<file path="config.mk">
export PLATFORM = sky130hd
export DESIGN_NAME = hue_fader_flat
export DESIGN_NICKNAME = d
export VERILOG_FILES = /design/src/rtl/hue_fader_pkg.sv /design/src/rtl/hue_fader_if.sv /design/src/rtl/hue_fader_pwm_shadow.sv /design/src/rtl/hue_fader.sv /design/src/flat_wrapper.sv
export SDC_FILE = /design/constraint.sdc
export NUM_CORES = 1
export LEC_CHECK = 0
export CAP_MARGIN = 20
export CORE_MARGIN = 2
export CORE_UTILIZATION = 30
export DETAILED_ROUTE_END_ITERATION = 16
export GPL_TIMING_DRIVEN = 0
export HOLD_SLACK_MARGIN = 0.1
export RECOVER_POWER = 25
export SKIP_CTS_REPAIR_TIMING = 1
export SLEW_MARGIN = 20
export SYNTH_ARGS = -nofsm -noshare
export SYNTH_HDL_FRONTEND = slang
export SYNTH_SLANG_ARGS = --single-unit
</file>
<file path="constraint.sdc">
create_clock -name clk -period 4.35 [get_ports clk]
set_input_delay 0.87 -clock clk [delete_from_list [all_inputs] [get_ports clk]]
set_output_delay 0.87 -clock clk [all_outputs]
set_load 0.02 [all_outputs]
</file>
<file path="src/rtl/hue_fader_pkg.sv">
// Shared helpers for the hue fader: width calculations and the phase-to-channel
// ramp decode used by the sequencer.
package hue_pkg;

  localparam int DEF_NUM_CH       = 3;
  localparam int DEF_PWM_INTERVAL = 1200;
  localparam int DEF_RAMP_DIV     = 1667;

  function automatic int calc_dw(input int pwm_interval);
    return $clog2(pwm_interval + 1);
  endfunction

  function automatic int calc_pw(input int num_ch);
    return $clog2(2 * num_ch);
  endfunction

  function automatic int calc_divw(input int ramp_div);
    return (ramp_div > 1) ? $clog2(ramp_div) : 1;
  endfunction

  function automatic int calc_chw(input int num_ch);
    return (num_ch > 1) ? $clog2(num_ch) : 1;
  endfunction

  // Even phase 2k ramps channel (k+1) mod N up; odd phase 2k+1 ramps channel k down.
  function automatic int ramp_ch(input int p, input int num_ch);
    int k;
    k = p / 2;
    if ((p % 2) == 0)
      return (k + 1 == num_ch) ? 0 : k + 1;
    else
      return k;
  endfunction

  function automatic logic ramp_up(input int p);
    return ((p % 2) == 0);
  endfunction

endpackage

</file>
<file path="src/rtl/hue_fader_if.sv">
// Control and observation bundle of the hue fader; the slave side is the fader.
interface hue_fader_if
  import hue_pkg::*;
#(
  parameter int NUM_CH       = DEF_NUM_CH,
  parameter int PWM_INTERVAL = DEF_PWM_INTERVAL
);
  localparam int DW = calc_dw(PWM_INTERVAL);
  localparam int PW = calc_pw(NUM_CH);

  logic                 en;
  logic                 dir;
  logic [NUM_CH-1:0]    led;
  logic [PW-1:0]        phase;
  logic [NUM_CH*DW-1:0] duty;

  modport master (output en, dir, input led, phase, duty);
  modport slave  (input en, dir, output led, phase, duty);
endinterface

</file>
<file path="src/rtl/hue_fader_pwm_shadow.sv">
// One PWM channel: the duty is captured into a shadow register at the period
// boundary so a change never lands mid-period; the output bit is registered.
module pwm_shadow #(
  parameter int DW         = 11,
  parameter int RST_DUTY   = 0,
  parameter bit ACTIVE_LOW = 1'b1
) (
  input  logic          clk,
  input  logic          rst_n,
  input  logic [DW-1:0] i_pcnt,
  input  logic          i_wrap,
  input  logic [DW-1:0] i_duty,
  output logic          o_led
);
  logic [DW-1:0] r_act;
  logic          r_led;

  always_ff @(posedge clk) begin
    if (!rst_n) begin
      r_act <= DW'(RST_DUTY);
      r_led <= ACTIVE_LOW;
    end else begin
      if (i_wrap)
        r_act <= i_duty;
      r_led <= (i_pcnt < r_act) ^ ACTIVE_LOW;
    end
  end

  assign o_led = r_led;
endmodule

</file>
<file path="src/rtl/hue_fader.sv">
// Colour-wheel fader: a step sequencer walks 2*NUM_CH ramp phases (forward or
// exactly reversed) and feeds per-channel period-aligned PWM generators.
module hue_fader
  import hue_pkg::*;
#(
  parameter int NUM_CH       = DEF_NUM_CH,
  parameter int PWM_INTERVAL = DEF_PWM_INTERVAL,
  parameter int RAMP_DIV     = DEF_RAMP_DIV,
  parameter bit ACTIVE_LOW   = 1'b1
) (
  input  logic        clk,
  input  logic        rst_n,
  hue_fader_if.slave  bus
);
  localparam int DW   = calc_dw(PWM_INTERVAL);
  localparam int PW   = calc_pw(NUM_CH);
  localparam int DIVW = calc_divw(RAMP_DIV);
  localparam int CHW  = calc_chw(NUM_CH);

  localparam logic [DW-1:0]   TICK_MAX = DW'(PWM_INTERVAL - 1);
  localparam logic [DW-1:0]   DUTY_MAX = DW'(PWM_INTERVAL);
  localparam logic [DIVW-1:0] DIV_MAX  = DIVW'(RAMP_DIV - 1);
  localparam logic [PW-1:0]   PH_MAX   = PW'(2 * NUM_CH - 1);

  logic [DIVW-1:0]      r_div;
  logic [DW-1:0]        r_tick;
  logic [PW-1:0]        r_phase;
  logic [DW-1:0]        r_pcnt;

  logic                 w_strobe;
  logic                 w_wrap;
  logic                 w_back;
  logic [PW-1:0]        w_prev_phase;
  logic [PW-1:0]        w_step_phase;
  logic [CHW-1:0]       w_step_ch;
  logic                 w_step_up;
  logic [NUM_CH*DW-1:0] w_duty;
  logic [NUM_CH-1:0]    w_led;

  assign w_strobe     = bus.en && (r_div == DIV_MAX);
  assign w_wrap       = (r_pcnt == TICK_MAX);
  assign w_prev_phase = (r_phase == '0) ? PH_MAX : r_phase - PW'(1);
  // Reversing out of tick 0 undoes the last step of the previous phase.
  assign w_back       = bus.dir && (r_tick == '0);
  assign w_step_phase = w_back ? w_prev_phase : r_phase;

  always_comb begin
    w_step_ch = CHW'(ramp_ch(int'(w_step_phase), NUM_CH));
    w_step_up = ramp_up(int'(w_step_phase)) ^ bus.dir;
  end

  always_ff @(posedge clk) begin
    if (!rst_n) begin
      r_div   <= '0;
      r_tick  <= '0;
      r_phase <= '0;
    end else if (bus.en) begin
      if (w_strobe) begin
        r_div <= '0;
        if (!bus.dir) begin
          if (r_tick == TICK_MAX) begin
            r_tick  <= '0;
            r_phase <= (r_phase == PH_MAX) ? '0 : r_phase + PW'(1);
          end else begin
            r_tick <= r_tick + DW'(1);
          end
        end else if (w_back) begin
          r_tick  <= TICK_MAX;
          r_phase <= w_prev_phase;
        end else begin
          r_tick <= r_tick - DW'(1);
        end
      end else begin
        r_div <= r_div + DIVW'(1);
      end
    end
  end

  // The PWM counter free-runs regardless of en so the LEDs keep refreshing.
  always_ff @(posedge clk) begin
    if (!rst_n)
      r_pcnt <= '0;
    else
      r_pcnt <= w_wrap ? '0 : r_pcnt + DW'(1);
  end

  generate
    for (genvar gi = 0; gi < NUM_CH; gi++) begin : g_ch
      logic [DW-1:0] r_duty;

      always_ff @(posedge clk) begin
        if (!rst_n) begin
          r_duty <= (gi == 0) ? DUTY_MAX : '0;
        end else if (w_strobe && (w_step_ch == CHW'(gi))) begin
          if (w_step_up) begin
            if (r_duty != DUTY_MAX)
              r_duty <= r_duty + DW'(1);
          end else if (r_duty != '0) begin
            r_duty <= r_duty - DW'(1);
          end
        end
      end

      assign w_duty[gi*DW +: DW] = r_duty;

      pwm_shadow #(
        .DW         (DW),
        .RST_DUTY   ((gi == 0) ? PWM_INTERVAL : 0),
        .ACTIVE_LOW (ACTIVE_LOW)
      ) u_pwm (
        .clk    (clk),
        .rst_n  (rst_n),
        .i_pcnt (r_pcnt),
        .i_wrap (w_wrap),
        .i_duty (r_duty),
        .o_led  (w_led[gi])
      );
    end
  endgenerate

  assign bus.duty  = w_duty;
  assign bus.led   = w_led;
  assign bus.phase = r_phase;
endmodule

</file>
<file path="src/flat_wrapper.sv">
// flat-port wrapper written by rule: the top's interface ports become plain ports
module hue_fader_flat import hue_pkg::*;
#(
  parameter int NUM_CH       = DEF_NUM_CH,
  parameter int PWM_INTERVAL = DEF_PWM_INTERVAL,
  parameter int RAMP_DIV     = DEF_RAMP_DIV,
  parameter bit ACTIVE_LOW   = 1'b1
)
  (clk, rst_n, bus_en, bus_dir, bus_led, bus_phase, bus_duty);
  hue_fader_if #(.NUM_CH(NUM_CH), .PWM_INTERVAL(PWM_INTERVAL)) bus_i ();
  input  logic clk;
  input  logic rst_n;
  input wire logic [$bits(bus_i.en)-1:0] bus_en;
  input wire logic [$bits(bus_i.dir)-1:0] bus_dir;
  output wire logic [$bits(bus_i.led)-1:0] bus_led;
  output wire logic [$bits(bus_i.phase)-1:0] bus_phase;
  output wire logic [$bits(bus_i.duty)-1:0] bus_duty;
  assign bus_i.en = bus_en;
  assign bus_i.dir = bus_dir;
  assign bus_led = bus_i.led;
  assign bus_phase = bus_i.phase;
  assign bus_duty = bus_i.duty;
  hue_fader #(.NUM_CH(NUM_CH), .PWM_INTERVAL(PWM_INTERVAL), .RAMP_DIV(RAMP_DIV), .ACTIVE_LOW(ACTIVE_LOW)) u_core (.clk(clk), .rst_n(rst_n), .bus(bus_i));
endmodule
</file>
# Yosys cells after proc, flatten, opt, wreduce, memory -nomap -nowiden
# Cells that the tools add are included.
[op_classes] n_mux=20 bitwise=5 reduce_logical=22 order_cmp=3 n_eq_ne=13 addsub=13
[op_table] op="$mux W11" n=13
[op_table] op="$add A11 B1 Y11 const B" n=6
[op_table] op="$sub A11 B1 Y11 const B" n=4
[op_table] op="$eq A11 B11 Y1 const B" n=3
[op_table] op="$lt A11 B11 Y1" n=3
[op_table] op="$ne A11 B11 Y1 const B" n=3
[op_table] op="$reduce_bool A11 Y1" n=3
[op_table] op="$logic_not A32 Y1" n=1
[op_table] op="$mux W3" n=5
[op_table] op="$reduce_and A3 Y1" n=4
[op_table] op="$logic_not A11 Y1" n=1
[op_table] op="$reduce_bool A2 Y1" n=4
[op_table] op="$ne A2 B2 Y1 const B" n=3
[op_table] op="$logic_and A1 B1 Y1" n=5
[op_table] op="$mux W2" n=2
[op_table] op="$not A1 Y1" n=4
[op_table] op="$add A2 B1 Y3 const B" n=1
[op_table] op="$add A3 B1 Y3 const B" n=1
[op_table] op="$eq A3 B2 Y1 const B" n=1
[op_table] op="$eq A3 B3 Y1 const B" n=1
[op_table] op="$logic_not A3 Y1" n=1
[op_table] op="$sub A3 B1 Y3 const B" n=1
[op_table] op="$eq A2 B1 Y1 const B" n=1
[op_table] op="$eq A2 B2 Y1 const B" n=1
[op_table] op="4 further kinds" n=4
[word_totals] elab_cells=89 reg_bits=105 out_inout_bits=39

# Logic depth before layout (Yosys ltp)
[logic_depth] word_depth=10 mapped_depth=17 depth_no_buf=13

# Hierarchy
# A second synthesis with hierarchy kept.
[unflattened] hier_cells=807 hier_area_um2=6701.4
[by_module_without_submodules] mod="hue_fader" n_inst=1 cells_each=590 area_per_inst_um2=4648.2
[by_module_without_submodules] mod="pwm_shadow (u_core.g_ch[1].u_pwm ...)" n_inst=2 cells_each=72 area_per_inst_um2=689.4
[by_module_without_submodules] mod="pwm_shadow (u_core.g_ch[0].u_pwm)" n_inst=1 cells_each=73 area_per_inst_um2=674.4

# Worst setup path after synthesis
# Ideal clock, no wire load.
[synth_timing] path_kind="input-to-reg" start="input port bus_dir" end="register u_core.g_ch[0].r_duty[8]" setup_slack_ps=707 arrival_time_ps=3516 path_stages=15 path_cell_list="buf_2 inv_1 a311o_1 buf_2 and2_1 buf_6 buf_2 buf_2 xnor2_1 ha_1 or4_1 nor4_1 o21ai_1 xor2_1 nor2_1"
[synth_via] elab_chain_cells=9
[synth_lines] element="from (decl)" line="flat_wrapper.sv:14" source="input wire logic [$bits(bus_i.dir)-1:0] bus_dir;"
[synth_lines] element="$logic_and A1 B1 Y1" line="hue_fader.sv:44" source="assign w_back = bus.dir && (r_tick == '0);"
[synth_lines] element="$mux W3"
[synth_lines] element="$add A2 B1 Y3" line="hue_fader_pkg.sv:30" source="return (k + 1 == num_ch) ? 0 : k + 1;"
[synth_lines] element="$eq A3 B2 Y1" line="hue_fader_pkg.sv:30"
[synth_lines] element="$mux W2" line="hue_fader_pkg.sv:30"
[synth_lines] element="$mux W2" line="hue_fader_pkg.sv:29" source="if ((p % 2) == 0)"
[synth_lines] element="$logic_not A2 Y1" line="hue_fader.sv:94" source="end else if (w_strobe && (w_step_ch == CHW'(gi))) begin"
[synth_lines] element="$logic_and A1 B1 Y1" line="hue_fader.sv:94"
[synth_lines] element="$reduce_and A3 Y1 (no line)"
[synth_lines] element="to (signal assigned)" line="hue_fader.sv:93" source="r_duty <= (gi == 0) ? DUTY_MAX : '0;"
[synth_lines] element="to (signal assigned)" line="hue_fader.sv:97" source="r_duty <= r_duty + DW'(1);"
[synth_lines] element="to (signal assigned)" line="hue_fader.sv:99" source="r_duty <= r_duty - DW'(1);"
[synth_lines] element="to (decl)" line="hue_fader.sv:89" source="logic [DW-1:0] r_duty;"
# Several ways; a longest one is shown, not always the timed one.
# A chain may end at the register's enable or synchronous reset.

# Worst setup path in the final report
[layout_timing] start="register u_core.r_tick[0]" end="register u_core.g_ch[0].r_duty[8]"
[layout_via] elab_chain_cells=10
[layout_lines] element="from (decl)" line="hue_fader.sv:26" source="logic [DW-1:0] r_tick;"
[layout_lines] element="from (signal assigned)" line="hue_fader.sv:65" source="r_tick <= r_tick + DW'(1);"
[layout_lines] element="from (signal assigned)" line="hue_fader.sv:71" source="r_tick <= r_tick - DW'(1);"
[layout_lines] element="$logic_not A11 Y1 (*)" line="hue_fader.sv:44"
[layout_lines] element="$logic_and A1 B1 Y1 (*)" line="hue_fader.sv:44"
[layout_lines] element="$mux W3 (*)"
[layout_lines] element="$add A2 B1 Y3" line="hue_fader_pkg.sv:30"
[layout_lines] element="$eq A3 B2 Y1" line="hue_fader_pkg.sv:30"
[layout_lines] element="$mux W2" line="hue_fader_pkg.sv:30"
[layout_lines] element="$mux W2" line="hue_fader_pkg.sv:29"
[layout_lines] element="$logic_not A2 Y1" line="hue_fader.sv:94"
[layout_lines] element="$logic_and A1 B1 Y1" line="hue_fader.sv:94"
[layout_lines] element="$reduce_and A3 Y1 (no line)"
# Every way passes the cells marked *; elsewhere a longest branch is shown, timed or not.

==> qor.csv <==
stage,metric,value,unit
finish,nNetsFinal,897,
die,num_io_pins,43,
setup_path,crit_slowest_cell,or4_1,
cts,clock_sinks,105,
finish,area_growth_syn_to_layout,16.11,%
cts,ctsRootBufferMaster,clkbuf_16,
timing,fin_tns_setup,0,ns
placement,finalWeightedCongestion,0.9051,
run_status,outcome,"complete, no violations",
placement,placed_cell_area,0.007143,sq mm
setup_path,required,4.58,ns
pwr,p_sw_share,23.91,%
global_routing,grt_overflow,0,
synth,ys_seq_area_share,32.80,%
finish,drive_gt1_share,6.061,%
timing,finalSetupViolCount,0,
die,fp.dieH,150.2,microns
synth,syn-cell-area,0.006409,sq mm
synth,async_reset_ff_share,0,%
routing,vias_per_cell,5.232,
finish,seqCellArea,0.002102,sq mm
cts,clk_pin_slew_worst_paths,0.08,ns
finish,design_area,0.007441,sq mm
global_routing,grt_max_degree,19,
timing,worst_slew_pin_slew,0.8092,ns
timing,drv_slew,0,
pwr,p_per_area,256.0,mW/mm^2
setup_path,crit_path_end_kind,register,
finish,final_util,35.40,%
routing,drtIter0Drc,378,
cts,clk_latency,0.36,ns
synth,syn_inst,804,
pwr,power,1905,uW
setup_path,crit_type,register to register,
pwr,p_leak,0.002641,uW
finish,instances_no_fill,1133,
global_routing,grt_usage,16.50,%
pwr,ir_worst_vdd,0.2041,mV
pwr,power_switching,455.6,uW
placement,port_buffers,39,
hold_path,min_path_type,register to register,
timing,period_needed,3.923,ns
setup_path,cpPeakStageDelay,0.54,ns
pwr,p_seq_share,51.1,%
synth,avgSynthCellArea,7.971,sq um
routing,ant_nets,0,
placement,dp.cells,1118,
setup_path,cp_common_cell,buf_2,
timing,final_hold_viol_count,0,
routing,drc,0,
setup_path,critPathLaunchType,register,
routing,wl_per_cell,15.83,microns
global_routing,antenna_found_initial,0,
setup_path,worstPathArrival,4.15,ns
placement,dpl.hpwl,13090,microns
die,start_util,30.49,%
global_routing,grt_pass1_wl,29550,microns
routing,route.vias.total,5928,
die,fp-row-count,53,
die,core,0.02102,sq mm
timing,clock.fmax,0.2549,GHz
synth,synth_fp_nets,847,
pwr,pwr-share-clk,44.3,%
die,die_x,150.2,microns
routing,firstDrtPassIters,5,
synth,synth_edf_count,0,
synth,ys.flop_type,dfxtp_1,
cts,numCtsBuffers,9,
timing,relSlewSlack,46.05,%
cts,cts_tree,done,
finish,nFillCells,2192,
setup_path,cp_max_fo,10,
synth,synth_cell_types,73,
setup_path,crit_chain,"inv_1, ha_1, nor2b_1, a311o_1, buf_2, and2_1, buf_6, buf_2, buf_2, xnor2_1, ha_1, or4_1, nor4_1, o21ai_1, xor2_1, nor2_1",
die,die_area,0.02255,sq mm
finish,antennaDiodeCount,0,
pwr,comb_power_share,4.6,%
run,maxCapViolCount,0,
global_routing,grt_pass1_vias,5570,
timing,final.period_utilization,90.19,%
synth,yosys_warnings,0,
routing,wl,17930,microns
timing,rsz0062_at_grt,false,
synth,synth_seq_cells,105,
finish,multi_input_area,0.003882,sq mm
timing,skew,0.007470,ns
cts,cts_buffer_depth,2,
pwr,internal-power,1450,uW
cts,h-tree-depth,3,
cell usage in the layout (no fill, tap or decap), types with 6 or more instances in the layout:
master	instances
nand2_1	95
and2_1	6
inv_1	38
o31ai_1	9
o21ai_1	9
dfxtp_1	105
xnor2_1	14
a31oi_1	13
buf_2	9
or4_1	8
nor2b_1	7
or3_1	16
nor3_1	23
nor2_1	63
a21o_1	9
nor4_1	12
clkbuf_16	9
xor2_1	19
nand3_1	24
ha_1	39
and3_1	20
clkbuf_1	36
o21ai_0	24
o211ai_1	10
dlygate4sd3_1	16
nand4_1	13
a21oi_1	64
nand2b_1	12
a211oi_1	9
clkdlybuf4s50_1	23
stage by stage:
step	hold WS [ns]	worst slack, ns
finish	0.4572	0.4268
global route	0.4783	0.1623
CTS	0.4574	0.4627
detailed placement	0.4465	0.2074
global placement	0.4460	0.2314
floorplan	0.4349	0.7066
worst paths after layout:
| kind | from | to | slack (ns) | cells after the start |
|---|---|---|---|---|
| worst max-delay path | u_core.r_tick[0] | u_core.g_ch[0].r_duty[8] | 0.43 | 16 |
| worst min-delay path | u_core.g_ch[1].u_pwm.r_act[2] | u_core.g_ch[1].u_pwm.r_act[2] | 0.46 | 2 |
| worst max register to register | u_core.r_tick[0] | u_core.g_ch[0].r_duty[8] | 0.43 | 16 |
| worst min register to register | u_core.g_ch[1].u_pwm.r_act[2] | u_core.g_ch[1].u_pwm.r_act[2] | 0.46 | 2 |
metal layers:
layer | GRT usage (%) | up-vias | part of all wire (%)
met1 | 21.47 | 2751 | 45
met4 | 6.085 | 0 | 2.5
li1 | - | 2996 | -
met5 | 0 | - | 0
met2 | 27.37 | 149 | 47
met3 | 2.848 | 32 | 4.5
logic make-up (layout without fill, tap and decap cells):
logic type,after synthesis,in the layout,synth area share [%]
simple gates,329,329,26.79
mux,8,8,1.308
flops,105,105,32.80
xor+xnor,33,33,4.510
buf+inv,97,151,6.618
compound gates,193,193,20.36
fa+ha+maj,39,39,7.614
registers in the layout, indices dropped and copies added (netlist names):
register                 cells
u_core.bus.phase             3
u_core.r_tick               11
u_core.g_ch.u_pwm.o_led      3
u_core.g_ch.r_duty          33
u_core.r_div                11
u_core.r_pcnt               11
u_core.g_ch.u_pwm.r_act     33
critical path: cells and delay by family, from the launching register on:
family | cells | cell delay (ns)
AND/OR/NAND/NOR | 5 | 1.20
buffers and inverters | 5 | 0.85
AO/OA/AOI/OAI | 2 | 0.52
adder cells (fa/ha/maj) | 2 | 0.49
flip-flops | 1 | 0.43
XOR/XNOR | 2 | 0.28
synth_stat cells, drive strengths merged (6+ instances only):
| master | instances | area [sq um] |
|---|---|---|
| o21ai | 33 | 165.2 |
| a211oi | 9 | 67.56 |
| nor2 | 63 | 236.5 |
| nand2b | 12 | 75.07 |
| o211ai | 10 | 75.07 |
| nor2b | 7 | 43.79 |
| or4 | 9 | 71.32 |
| and3 | 20 | 125.1 |
| dfxtp | 105 | 2102 |
| ha | 39 | 488.0 |
| a21oi | 66 | 337.8 |
| xor2 | 19 | 166.4 |
| nand2 | 95 | 356.6 |
| and2 | 6 | 37.54 |
| nor3 | 24 | 125.1 |
| nand4 | 13 | 81.33 |
| a21o | 9 | 67.56 |
| inv | 38 | 142.6 |
| a31oi | 13 | 81.33 |
| clkbuf | 36 | 135.1 |
| nor4 | 14 | 117.6 |
| xnor2 | 14 | 122.6 |
| nand3 | 24 | 120.1 |
| o31ai | 9 | 67.56 |
| or3 | 17 | 111.4 |
| buf | 22 | 142.6 |
layout make-up:
type,count,share of cell area [%]
Clock inverter,6,0.9753
Inverter,39,1.967
Tap cell,275,4.624
Multi-Input combinational cell,602,52.18
Clock buffer,9,3.027
Sequential cell,105,28.25
Timing Repair Buffer,39,5.246
Buffer,58,3.733
power by group through the flow:
stage | Combinational (uW) | Sequential, uW | Clock (uW)
2_1_floorplan | 61.4 | 993 | 0
3_3_place_gp | 88.0 | 996 | 0
3_5_place_dp | 88.7 | 996 | 0
4_1_cts | 89.2 | 973 | 871
5_1_grt | 97.8 | 974 | 906
6_report | 87.8 | 973 | 844
Note: power is estimated with default switching activity, not from simulation.
==> RTL edit 1 (same settings) <==
Change the package constant `DEF_NUM_CH` from 3 to 2.
--- a/src/rtl/hue_fader_pkg.sv
+++ b/src/rtl/hue_fader_pkg.sv
@@ -3,5 +3,5 @@
 package hue_pkg;
 
-  localparam int DEF_NUM_CH       = 3;
+  localparam int DEF_NUM_CH       = 2;
   localparam int DEF_PWM_INTERVAL = 1200;
   localparam int DEF_RAMP_DIV     = 1667;
Ports: changed (resized bus_duty, bus_led and bus_phase); port bits go from 43 to 30. No check against the original RTL was run, so the function may have changed too.
==> RTL edit 1 against the unedited design <==
Die area down 22%; setup slack got worse by 110 ps; area after synthesis shrank 22%; non-clock buffer count decreased by 30; sequential cell count shrank 24; routed wire length down 29%; critical endpoint unchanged; cell area down 21%; critical path depth shrank 2; power is 15% lower.
==> RTL edit 1: results <==
run_status:
  status: "finished clean"
yosys:
  ys_seq_area_frac: 0.3246
  synthDistinctLibCells: 64
  synthAdderAreaFrac: 0.07515
  synth_compound_area_frac: 0.1789
  syn_avg_cell_area_um2: 7.941
  synth_common_cells: "nand2_1, dfxtp_1, nor2_1, o21ai_0, inv_1"
  synth_xor_area_frac: 0.04734
place:
  pre_cts_slack_ps: 161.5
  portBuffers: 28
  dp_hpwl_mm: 9.097
  dp.cells: 877
  finalWeightedCongestion: 0.8581
  dpl_cell_area_mm2: 0.005550
grt:
  track_usage: 0.1477
  grt_pass1_vias: 4075
  grt_pass1_wl_mm: 21.06
finish:
  clkCellAreaFrac: 0.05051
  drive_gt1_frac: 0.05655
  sh_seq_area: 0.2774
  multi_input_area_mm2: 0.003032
  syn2layout_area_growth_pct: 17.03
  fillers: 1722
detailed_routing:
  first_pass_iters: 4
  drt_iter0_markers: 220
  routed_via_density: 5.100
  wl_per_cell_um: 14.29
power:
  ir_drop_v: 0.0001782
  power_density_mw_per_mm2: 276.3
sta:
  period_minus_slack_ps: 4036
  relSlewSlack: 0.4459
clock_tree:
  clk_latency_ps: 340
  clk_pin_slew_ps: 60
worst_setup_path:
  r2r-start: "u_core.r_tick[1]"
  arrival_ps: 4300
worst_hold_path:
  min-delay-start: "u_core.g_ch[1].u_pwm.r_act[3]"
==> RTL edit 1: changes by cell type after synthesis, sizes merged, moves of 12 or more <==
cell / unedited run / this run
nand2: 95 / 83
nor2: 63 / 51
dfxtp: 105 / 81
clkbuf: 36 / 24
a21boi: 1 / 22
a21oi: 66 / 19
==> RTL edit 1: path summary, 6_finish.rpt <==
check / to / cells after the start
max: u_core.g_ch[0].r_duty[8] / 14
min: u_core.g_ch[1].u_pwm.r_act[3] / 2
max reg2reg: u_core.g_ch[0].r_duty[8] / 14
min reg2reg: u_core.g_ch[1].u_pwm.r_act[3] / 2
==> RTL edit 1: routing by layer <==
metal,part of all wire,routed length [um],vias to the layer above,GRT usage
met5,0,0,-,0
met2,0.42,5390,120,0.2188
li1,-,-,2317,-
met3,0.043,542,15,0.02184
met4,0.017,212,0,0.05795
met1,0.52,6598,2097,0.2146
==> RTL edit 1: power by group <==
part | internal [mW] | switching, mW
Sequential | 0.747 | 0.00657
Clock | 0.456 | 0.313
Combinational | 0.0371 | 0.0558
==> RTL edit 2 (same flow settings) <==
Made on the original files. Reset style: asynchronous (`rst_n`), changed in 4 clocked blocks.
--- a/src/rtl/hue_fader_pwm_shadow.sv
+++ b/src/rtl/hue_fader_pwm_shadow.sv
@@ -16,5 +16,5 @@
   logic          r_led;
 
-  always_ff @(posedge clk) begin
+  always_ff @(posedge clk or negedge rst_n) begin
     if (!rst_n) begin
       r_act <= DW'(RST_DUTY);
--- a/src/rtl/hue_fader.sv
+++ b/src/rtl/hue_fader.sv
@@ -50,5 +50,5 @@
   end
 
-  always_ff @(posedge clk) begin
+  always_ff @(posedge clk or negedge rst_n) begin
     if (!rst_n) begin
       r_div   <= '0;
@@ -78,5 +78,5 @@
 
   // The PWM counter free-runs regardless of en so the LEDs keep refreshing.
-  always_ff @(posedge clk) begin
+  always_ff @(posedge clk or negedge rst_n) begin
     if (!rst_n)
       r_pcnt <= '0;
@@ -89,5 +89,5 @@
       logic [DW-1:0] r_duty;
 
-      always_ff @(posedge clk) begin
+      always_ff @(posedge clk or negedge rst_n) begin
         if (!rst_n) begin
           r_duty <= (gi == 0) ? DUTY_MAX : '0;
Formal check against the unedited RTL: differs if rst_n is asserted again (counterexample within 4 cycles, from zero or initial values and one cycle with rst_n low); with rst_n held inactive, the same outputs for 10 cycles.
==> RTL edit 2 against the unedited design <==
First-iteration DRC count increased by 11%; global-route usage shrank 1.6 points; power increased by 3.3%; area after synthesis is the same; critical path type unchanged; the flow now finishes with violations (capacitance limit, slew limit); sequential share of layout area increased by 7.0 points; cell area is 0.59% higher; routed wire length is 10% lower; sequential cell count is the same; clock power shrank 3.6%; utilization increased by 0.21 points; critical endpoint is now u_core.g_ch[0].r_duty[6]; clock skew grew 5.7 ps; setup slack got worse by 130 ps.
==> RTL edit 2: results <==
run_status:
  status: "finished with violations"
  violations: "capacitance limit, slew limit"
finish:
  layout.nets: 818
  drive_gt1_frac: 0.07317
  fillers: 2171
  stdcell_area_mm2: 0.007485
place:
  portBuffers: 41
  dp_hpwl_mm: 11.47
  finalWeightedCongestion: 0.8323
  dpl_cell_area_mm2: 0.007192
worst_setup_path:
  worstReg2RegEnd: "u_core.g_ch[0].r_duty[6]"
  reg2reg_slack_ps: 300
  worstRegToRegCells: 14
  r2r-start: "u_core.r_tick[8]"
sta:
  relSlewSlack: -0.7362
  skew_ps: 13.19
  slew_violations: 45
detailed_routing:
  routed_via_density: 5.139
  drt_wl_total_mm: 16.13
  first_pass_iters: 4
  drt_iter0_markers: 418
grt:
  grt_pass1_vias: 5302
  grt_pass1_wl_mm: 26.99
  track_usage: 0.1493
  grt_max_degree: 62
worst_hold_path:
  whs_endpoint: "u_core.g_ch[2].u_pwm.r_act[0]"
  min-delay-start: "u_core.g_ch[2].u_pwm.r_act[0]"
yosys:
  synth_common_cells: "dfrtp_1, nand2_1, nor2_1, o21ai_0, ha_1"
  syn-instance-count: 720
  ys_seq_area_frac: 0.4121
  async_flop_share: 1.000
  synth_area_leaders: "dfrtp_1, ha_1, o21ai_0"
  yosysTopAreaCell: "dfrtp_1"
  synthDistinctLibCells: 62
  syn-num-nets: 764
run:
  maxCapViolCount: 1
clock_tree:
  clk_pin_slew_ps: 80
power:
  ir_drop_v: 0.0001842
  p_leak_nw: 3.280
[RTL edit 2: changes by cell type in the layout (fill, tap and decap cells not counted), moves of 16 or more]
| cell | change |
|---|---|
| a21oi_1 | -33 |
| clkdlybuf4s50_1 | +17 |
| dfrtp_1 | +94 |
| dfxtp_1 | -105 |
| dlygate4sd3_1 | -16 |
| nand2_1 | -24 |
| o21ai_0 | +35 |
[RTL edit 2: cell type report]
type	instances	area share
Clock buffer	9	0.03009
Buffer	49	0.02976
Tap cell	275	0.04597
Sequential cell	105	0.3529
Multi-Input combinational cell	527	0.4550
Timing Repair Buffer	43	0.05868
Clock inverter	7	0.008024
Inverter	39	0.01956
[RTL edit 2: power by group]
group	total, mW	switching, mW	internal [mW]	leakage [nW]
registers	1.04	0.0350	1.00	1.39
logic	0.117	0.0709	0.0465	1.75
clock network	0.814	0.413	0.401	0.143
total	1.97	0.519	1.45	3.28
[RTL edit 2: logic make-up (layout without fill, tap and decap cells)]
kind of cell,Yosys count,after routing,share of synthesized area
AND/OR/NAND/NOR,272,272,0.2144
buffers and inverters,88,147,0.05701
multiplexers,8,8,0.01347
flip-flops,105,105,0.4121
adder cells (fa/ha/maj),40,40,0.07809
XOR/XNOR,53,53,0.07653
AO/OA/AOI/OAI,154,154,0.1484
[RTL edit 2: metrics by stage]
step	cells	TNS (ps)	hold slack, ps	setup slack, ps	total power, mW
2_1_floorplan	720	0	447.3	689.6	1.120
3_3_place_gp	1036	-177460	466.1	-1841	1.169
3_5_place_dp	1037	-241.0	468.7	-206.7	1.173
4_1_cts	1053	-212.7	435.6	-191.4	1.993
5_1_grt	1054	0	517.1	24.09	2.051
6_report	1054	0	483.6	295.4	1.968
[RTL edit 2: critical path, stage by stage, from the launching register on]
cell and delay, ps:
dfrtp_1 360, buf_2 170, or4_1 520, buf_2 180, o31ai_4 340, xor2_4 370, inv_2 130, buf_6 170
clkbuf_2 230, ha_1 420, a21oi_2 240, o21ai_1 200, o41ai_2 370, nand2_4 90, xnor2_2 130
[RTL edit 2: worst max-delay path by stage]
stage / cells past startpoint / startpoint / to / slack [ps]
finish: 14 / u_core.r_tick[8] / u_core.g_ch[0].r_duty[6] / 300
global route: 15 / u_core.r_tick[5] / u_core.g_ch[2].r_duty[10] / 20
CTS: 14 / u_core.r_tick[3] / u_core.g_ch[0].r_duty[6] / -190
detailed placement: 12 / bus_dir / u_core.g_ch[0].r_duty[6] / -210
global placement: 1 / rst_n / u_core.r_tick[8] / -1840
floorplan: 14 / u_core.r_tick[7] / u_core.g_ch[0].r_duty[6] / 690
[RTL edit 2: routing by layer]
metal,vias up,track usage,share of wire
met4,0,0.04670,0.015
met2,99,0.2397,0.46
met3,17,0.02455,0.036
li1,2660,-,-
met1,2641,0.2060,0.49
met5,-,0,0
